$ cat config.mk
export PLATFORM = sky130hd
export DESIGN_NAME = round_pipe
export DESIGN_NICKNAME = d
export VERILOG_FILES = /design/src/rtl/round_pipe.sv
export SDC_FILE = /design/constraint.sdc
export NUM_CORES = 1
export LEC_CHECK = 0
export BUFFER_PORTS_ARGS = -buffer_cell sky130_fd_sc_hd__buf_2
export CAP_MARGIN = 15
export CORE_MARGIN = 2
export CORE_UTILIZATION = 50
export CTS_CLUSTER_DIAMETER = 40
export DETAILED_ROUTE_END_ITERATION = 8
export PLACE_DENSITY_LB_ADDON = 0.2
export REMOVE_ABC_BUFFERS = 1
export SLEW_MARGIN = 20
export SYNTH_ARGS = -nofsm -noshare
export SYNTH_HDL_FRONTEND = slang
export SYNTH_SLANG_ARGS = --single-unit
$ cat constraint.sdc
create_clock -name clk -period 2.35 [get_ports clk]
set_clock_uncertainty 0.15 [all_clocks]
set_input_delay 0.3525 -clock clk [delete_from_list [all_inputs] [get_ports clk]]
set_output_delay 0.3525 -clock clk [all_outputs]
set_load 0.02 [all_outputs]
$ cat src/rtl/round_pipe.sv
// Two-stage significand rounder (RNE/RTZ/RDN/RUP/RMM) with a valid/ready handshake.
// Define ROUND_STATS_EN to add the saturating inexact_cnt/ovf_cnt delivery counters.
module round_pipe #(
    parameter int NEXP = 8,
    parameter int NSIG = 7
) (
    input  logic              clk,
    input  logic              rst,
    input  logic              in_valid,
    output logic              in_ready,
    input  logic [2*NSIG+1:0] pSig,
    input  logic              sign,
    input  logic [2:0]        rmode,
    output logic              out_valid,
    input  logic              out_ready,
    output logic [NSIG-1:0]   roundedSig,
    output logic              overFlow,
    output logic              inexact
`ifdef ROUND_STATS_EN
    ,
    output logic [15:0]       inexact_cnt,
    output logic [15:0]       ovf_cnt
`endif
);

    typedef enum logic [2:0] {
        RNE = 3'd0,
        RTZ = 3'd1,
        RDN = 3'd2,
        RUP = 3'd3,
        RMM = 3'd4
    } rndMode_t;

    if (NSIG < 2 || NEXP < 1) begin : gBadParams
        $error("round_pipe: NSIG must be at least 2 and NEXP at least 1");
    end

    logic [NSIG-1:0] keepIn;
    logic            lsbBit;
    logic            guardBit;
    logic            roundBit;
    logic            stickyBit;
    logic            incIn;
    logic            inexactIn;
    logic            unusedMsb;

    logic            s1Valid;
    logic [NSIG-1:0] s1Keep;
    logic            s1Inc;
    logic            s1Inexact;

    logic            s2Adv;
    logic            accept;
    logic [NSIG:0]   sum;

    // The top product bit is already normalised away upstream.
    assign unusedMsb = pSig[2*NSIG+1];

    always_comb begin
        keepIn    = pSig[2*NSIG:NSIG+1];
        lsbBit    = pSig[NSIG+1];
        guardBit  = pSig[NSIG];
        roundBit  = pSig[NSIG-1];
        stickyBit = |pSig[NSIG-2:0];
        inexactIn = guardBit | roundBit | stickyBit;
        case (rmode)
            RTZ:     incIn = 1'b0;
            RDN:     incIn = sign & inexactIn;
            RUP:     incIn = ~sign & inexactIn;
            RMM:     incIn = guardBit;
            default: incIn = guardBit & (roundBit | stickyBit | lsbBit);
        endcase
    end

    always_comb begin
        s2Adv    = ~out_valid | out_ready;
        in_ready = ~s1Valid | s2Adv;
        accept   = in_valid & in_ready;
        sum      = {1'b0, s1Keep} + {{NSIG{1'b0}}, s1Inc};
    end

    // S1 refills on the same edge its beat moves on, so streaming never bubbles.
    always_ff @(posedge clk) begin
        if (rst) begin
            s1Valid   <= 1'b0;
            s1Keep    <= '0;
            s1Inc     <= 1'b0;
            s1Inexact <= 1'b0;
        end else if (accept) begin
            s1Valid   <= 1'b1;
            s1Keep    <= keepIn;
            s1Inc     <= incIn;
            s1Inexact <= inexactIn;
        end else if (s2Adv) begin
            s1Valid   <= 1'b0;
        end
    end

    always_ff @(posedge clk) begin
        if (rst) begin
            out_valid  <= 1'b0;
            roundedSig <= '0;
            overFlow   <= 1'b0;
            inexact    <= 1'b0;
        end else if (s2Adv) begin
            out_valid <= s1Valid;
            if (s1Valid) begin
                {overFlow, roundedSig} <= sum;
                inexact                <= s1Inexact;
            end
        end
    end

`ifdef ROUND_STATS_EN
    always_ff @(posedge clk) begin
        if (rst) begin
            inexact_cnt <= '0;
            ovf_cnt     <= '0;
        end else if (out_valid && out_ready) begin
            if (inexact && inexact_cnt != '1) inexact_cnt <= inexact_cnt + 16'd1;
            if (overFlow && ovf_cnt != '1)    ovf_cnt     <= ovf_cnt + 16'd1;
        end
    end
`endif

endmodule

==> flow_metrics.env, run 1 <==
export IMPL_core_mm2=0.00171
export IMPL_dieArea_mm2=0.00215
export IMPL_netlist_area_um2=896
export IMPL_cts_inserted_buffers=3
export IMPL_drt_total_wl_um=1670
export IMPL_p_sw_w=0.000168
export IMPL_sequentialPowerShare_pct=55.8
export IMPL_hp_start="pSig[12]"
export IMPL_ctsHoldBuffers=0
export IMPL_leakagePower_nw=0.472
export IMPL_crit_path_frequent_cell="ha_1"
export IMPL_port_buffers=33
export IMPL_cp_slowest_cell="dfxtp_1"
export IMPL_fin_setup_tns_ns=0
export IMPL_start_util_pct=52.5
export IMPL_arrival_ns=1.62
export IMPL_synth_edf_count=0
export IMPL_min_period_ns=1.55
export IMPL_power_density_mw_per_mm2=610
export IMPL_hpwl_um=1290
export IMPL_hold_class="in -> reg"
export IMPL_antenna_found_initial=0
export IMPL_cts_buffer_depth=2
export IMPL_critPathCaptureType="flop"
export IMPL_nets=161
export IMPL_reg2reg_from="s1Inc"
export IMPL_clock_sinks=20
export IMPL_status="completed"
export IMPL_num_vias=805
export IMPL_drive_gt1_share_pct=29.9
export IMPL_start_kind="flop"
export IMPL_total_power_w=0.000663
export IMPL_critPathTopFamily="adder cells"
export IMPL_clockPowerShare_pct=29.7
export IMPL_setup_viol_count_final=0
export IMPL_maxCapViolations=0
export IMPL_crit_path_start="s1Inc"
export IMPL_synth_cells=102
export IMPL_drtIter0Drc=12
export IMPL_rsz0062_at_grt="false"
export IMPL_async_reset_ff_share_pct=0
export IMPL_cp_max_fo=2
export IMPL_n_antenna_cell=0
export IMPL_viasPerCell=5.06
export IMPL_combPwrFrac_pct=14.5
export IMPL_clk_insertion_delay_late_ns=0.30
export IMPL_grt_pass1_wl_um=2690
export IMPL_cts_tree="yes"
export IMPL_grt_use_total_pct=17.7
export IMPL_post_route_period_util_pct=65.8
export IMPL_grt_pass1_vias=764
export IMPL_die_width_um=46.3
export IMPL_chipHeight_um=46.3
export IMPL_hold_slack_ns=0.126
export IMPL_dp_cells=155
export IMPL_synthToLayoutAreaGrowth_pct=21.4
export IMPL_slew_violations=0
export IMPL_power_share_switching_pct=25.3
export IMPL_wl_per_cell_um=10.5
export IMPL_ioPinCount=35
export IMPL_hold_violations=0
export IMPL_drc=0
export IMPL_drtAntennaViolNets=0
export IMPL_maxSlewHeadroom_pct=62.9
export IMPL_max_freq_mhz=647
export IMPL_grt_overflow_total=0
export IMPL_crit_chain="ha_1 > ha_1 > nand3_1 > nor2_1 > xnor2_1 > a211oi_1"
export IMPL_p_int_w=0.000496
export IMPL_syn_avg_cell_area_um2=8.78
export IMPL_peakVddDrop_mv=0.362
export IMPL_critPathKind="reg -> reg"
export IMPL_num_rows=15
export IMPL_cts_setup_buffers=0
export IMPL_ctsResizeCount=0
export IMPL_path_clk_slew_ns=0.11
export IMPL_synth_seq_cells=20
export IMPL_synth_ff_type="dfxtp_1"
export IMPL_yosys_warnings=0
export IMPL_worst_pin_slew_ns=0.557
export IMPL_htreeDepth=1
export IMPL_routabilityCongestion=0.702
export IMPL_post_route_util_pct=63.7
export IMPL_cp_slowest_stage_delay_ns=0.35
export IMPL_ctsRootBufferMaster="clkbuf_4"
export IMPL_drt_pre_antenna_iters=4
export IMPL_stdcell_count=159
export IMPL_yosysSeqAreaShare_pct=44.7
export IMPL_synth_cell_types=26
export IMPL_critPathRequiredTime_ns=2.42
export IMPL_grt_max_degree=22
export IMPL_crit_buf_inv=0
## area by class of cell
class | count | area (µm²)
well taps | 25 | 31.3
flip-flops and latches | 20 | 400
fillers | 175 | 621
repair buffers | 33 | 165
clock buffers | 4 | 36.3
inverters | 4 | 15.0
multi-input cells | 73 | 439
## cell usage in the layout, fill, tap and decap left out
cell type / n
a21oi_1: 10
buf_2: 33
a311oi_1: 1
o22ai_1: 1
clkbuf_8: 1
nand3_1: 1
o2111ai_1: 1
and2_4: 1
dfxtp_1: 20
xor2_1: 2
nor3_1: 1
xnor2_1: 4
nor4_2: 1
clkbuf_4: 3
nand4_1: 1
nor4_1: 1
nor2_1: 12
nand3b_1: 1
nand2b_1: 2
a211oi_1: 6
inv_1: 4
a2111oi_1: 1
nand2_1: 18
ha_1: 2
nand3_2: 1
and2_1: 1
mux2i_1: 4
## tightest hold or removal path: stages
cell	delay, ns
buf_2	0.10
nand2_1	0.04
a21oi_1	0.05
## power by group through the flow
stage          Sequential [W]  Clock, W  Combinational (W)
2_1_floorplan        0.000388         0          0.0000432
3_3_place_gp         0.000378         0          0.0000938
3_5_place_dp         0.000379         0          0.0000964
4_1_cts              0.000371  0.000201          0.0000967
5_1_grt              0.000374  0.000219           0.000106
6_report             0.000370  0.000197          0.0000960
## Yosys cell counts, types with 2 or more instances
| cell | n | area (µm²) |
|---|---|---|
| ha_1 | 2 | 25.0 |
| nand2_1 | 18 | 67.6 |
| a21oi_1 | 10 | 50.1 |
| a211oi_1 | 6 | 45.0 |
| dfxtp_1 | 20 | 400 |
| mux2i_1 | 4 | 40.0 |
| nor2_1 | 12 | 45.0 |
| xnor2_1 | 4 | 35.0 |
| buf_6 | 3 | 33.8 |
| nand2b_1 | 2 | 12.5 |
| inv_1 | 4 | 15.0 |
| clkbuf_1 | 2 | 7.51 |
| xor2_1 | 2 | 17.5 |
## logic make-up (layout without fill, tap and decap cells)
kind of cell	after synthesis	count (layout)	synth area share (%)
XOR/XNOR	6	6	5.87
flip-flops	20	20	44.7
multiplexers	4	4	4.47
AND/OR/NAND/NOR	41	41	21.5
buffers and inverters	9	41	6.28
AO/OA/AOI/OAI	20	20	14.4
adder cells (fa/ha/maj)	2	2	2.79
## metrics by stage
stage / instance area [µm²] / setup slack (ns)
after floorplan: 855 / 0.852
after global placement: 1050 / 0.758
after detailed placement: 1050 / 0.727
after CTS: 1090 / 0.773
after global routing: 1090 / 0.701
final: 1090 / 0.804
## registers in the layout, summed over array words and instances, names as in the netlist
name,count
out_valid,1
overFlow,1
s1Inc,1
s1Keep,7
s1Inexact,1
s1Valid,1
inexact,1
roundedSig,7
## layer usage
metal	track usage (%)	vias up	part of all wire [%]
li1	-	414	-
met1	15.6	361	41
met2	37.2	28	53
met3	4.71	2	5.1
met4	5.14	0	1.3
met5	0	-	0
## worst paths after layout
kind / slack (ns) / endpoint / cells after the start
max: 0.80 / roundedSig[6] / 6
min: 0.13 / s1Keep[4] / 3
max reg2reg: 0.80 / roundedSig[6] / 6
min reg2reg: 0.32 / out_valid / 2
No activity file was read; power rests on OpenSTA's default activity.
==> run 2, diff against run 1 <==
CORE_UTILIZATION = 42   (was 50)
clock period = 1.3 ns   (was 2.35 ns; I/O delays follow)
==> flow_metrics.env, run 2 (synthesized netlist as in run 1, its figures left out) <==
export IMPL_stdcell_count=173
export IMPL_stdcell_area_mm2=0.00127
export IMPL_hold_class="in -> reg"
export IMPL_total_power_w=0.00118
export IMPL_nets=174
export IMPL_critPathTopFamily="flip-flops"
export IMPL_arrival_ns=1.39
export IMPL_place_area_mm2=0.00110
export IMPL_leakagePower_nw=0.530
export IMPL_path_clk_slew_ns=0.11
export IMPL_ioPinCount=35
export IMPL_path_depth=5
export IMPL_r2r_cells=5
export IMPL_crit_chain="ha_4 > ha_4 > buf_4 > xnor2_1 > a211oi_1"
export IMPL_critPathRequiredTime_ns=1.37
export IMPL_routabilityCongestion=0.776
export IMPL_num_rows=16
export IMPL_min_period_ns=1.32
export IMPL_wl_per_cell_um=11.3
export IMPL_cts_inserted_buffers=3
export IMPL_dieArea_mm2=0.00252
export IMPL_slew_violations=0
export IMPL_grt_overflow_total=0
export IMPL_final_common_cell="buf_2"
export IMPL_antenna_found_initial=0
export IMPL_core_mm2=0.00198
export IMPL_crit_path_frequent_cell="ha_4"
export IMPL_hold_violations=0
export IMPL_fin_ws_ns=-0.0181
export IMPL_drtAntennaViolNets=0
export IMPL_grt_pass1_vias=833
export IMPL_post_route_util_pct=63.9
export IMPL_worst_pin_slew_ns=0.381
export IMPL_grt_pass1_wl_um=3220
export IMPL_clk_insertion_delay_late_ns=0.29
export IMPL_viasPerCell=4.95
export IMPL_grt_max_degree=16
export IMPL_min_path_cells=3
export IMPL_die_width_um=50.2
export IMPL_cp_slowest_cell="dfxtp_2"
export IMPL_ctsRootBufferMaster="clkbuf_4"
export IMPL_crit_buf_inv=1
export IMPL_clockPowerShare_pct=24.5
export IMPL_drtIter0Drc=1
export IMPL_htreeDepth=1
export IMPL_drive_gt1_share_pct=39.7
export IMPL_setup_viol_count_final=6
export IMPL_power_density_mw_per_mm2=928
export IMPL_max_freq_mhz=759
export IMPL_maxSlewHeadroom_pct=74.4
export IMPL_peakVddDrop_mv=0.572
export IMPL_p_int_w=0.000861
export IMPL_hp_start="pSig[11]"
export IMPL_p_sw_w=0.000314
export IMPL_cts_tree="yes"
export IMPL_post_route_period_util_pct=101
export IMPL_power_share_switching_pct=26.7
export IMPL_violations="setup timing"
export IMPL_cp_slowest_stage_delay_ns=0.35
export IMPL_num_vias=857
export IMPL_n_antenna_cell=0
export IMPL_reg2reg_from="s1Inc"
export IMPL_hpwl_um=1450
export IMPL_crit_path_start="s1Inc"
export IMPL_critPathKind="reg -> reg"
export IMPL_top_regs="roundedSig: 7 flops, s1Keep: 7 flops"
export IMPL_rsz0062_at_grt="true"
export IMPL_maxCapViolations=0
export IMPL_cts_buffer_depth=2
export IMPL_layout_common_cells="buf_2 (32), nand2_1 (18), dfxtp_1 (16)"
export IMPL_drt_pre_antenna_iters=2
export IMPL_cp_max_fo=2
export IMPL_synthToLayoutAreaGrowth_pct=41.3
export IMPL_dp_cells=163
export IMPL_start_kind="flop"
export IMPL_sequentialPowerShare_pct=57.5
export IMPL_drc=0
export IMPL_pre_cts_ws_ns=-0.165
export IMPL_status="finished, violations left"
export IMPL_grt_use_total_pct=16.8
export IMPL_port_buffers=33
export IMPL_drt_total_wl_um=1950
export IMPL_start_util_pct=45.2
export IMPL_chipHeight_um=50.2
export IMPL_critPathCaptureType="flop"
export IMPL_combPwrFrac_pct=17.9
export IMPL_clock_sinks=20
run 2: changes by cell type in the layout (fill, tap and decap cells not counted), moves of 4 or more:
cell / change
dfxtp_1: -4
dlygate4sd3_1: +6
dfxtp_2: +4
buf_4: +7
run 2: worst paths after layout:
| path | end | slack, ns |
|---|---|---|
| max | roundedSig[2] | -0.02 |
| min | s1Keep[3] | 0.03 |
| max reg2reg | roundedSig[2] | -0.02 |
| min reg2reg | s1Keep[0] | 0.34 |
run 2: repair_timing:
| action | CTS | global route |
|---|---|---|
| endpoints found under the setup margin | 10 | 16 |
| cloned | 0 | 0 |
| buffers inserted | 1 | 0 |
| pin swaps | 9 | 2 |
| endpoints found under the hold margin | 6 | 0 |
| gates resized for setup | 18 | 2 |
| hold buffers | 6 | 0 |
run 2: stage by stage:
stage / TNS (ns) / hold WS [ns]
after CTS: -0.0787 / 0.00154
after floorplan: -1.48 / 0.114
after global placement: -0.998 / 0.287
after detailed placement: -1.37 / 0.299
final: -0.0787 / 0.0265
after global routing: -0.903 / 0.0201
run 2: metal layers:
metal  up-vias  track usage, %  share of wire [%]
met3        10            3.27                5.0
met2        31            29.8                 51
met1       378            17.8                 41
met5         -               0                  0
met4         0            11.1                3.7
li1        438               -                  -
run 2: layout make-up:
cell class | instances | area (µm²)
fillers | 174 | 716
multi-input cells | 73 | 505
flip-flops and latches | 20 | 405
repair buffers | 46 | 284
well taps | 27 | 33.8
clock buffers | 3 | 22.5
inverters | 4 | 15.0
run 2: power groups by stage:
stage,registers (W),clock network (W),logic (W)
global placement,0.000681,0,0.000181
finish,0.000676,0.000288,0.000211
floorplan,0.000701,0,0.0000781
detailed placement,0.000684,0,0.000186
global route,0.000681,0.000320,0.000235
CTS,0.000676,0.000291,0.000210
run 2: tightest hold or removal path, stage by stage:
cell,delay [ns]
buf_2,0.10
nand2_1,0.07
a21oi_1,0.06
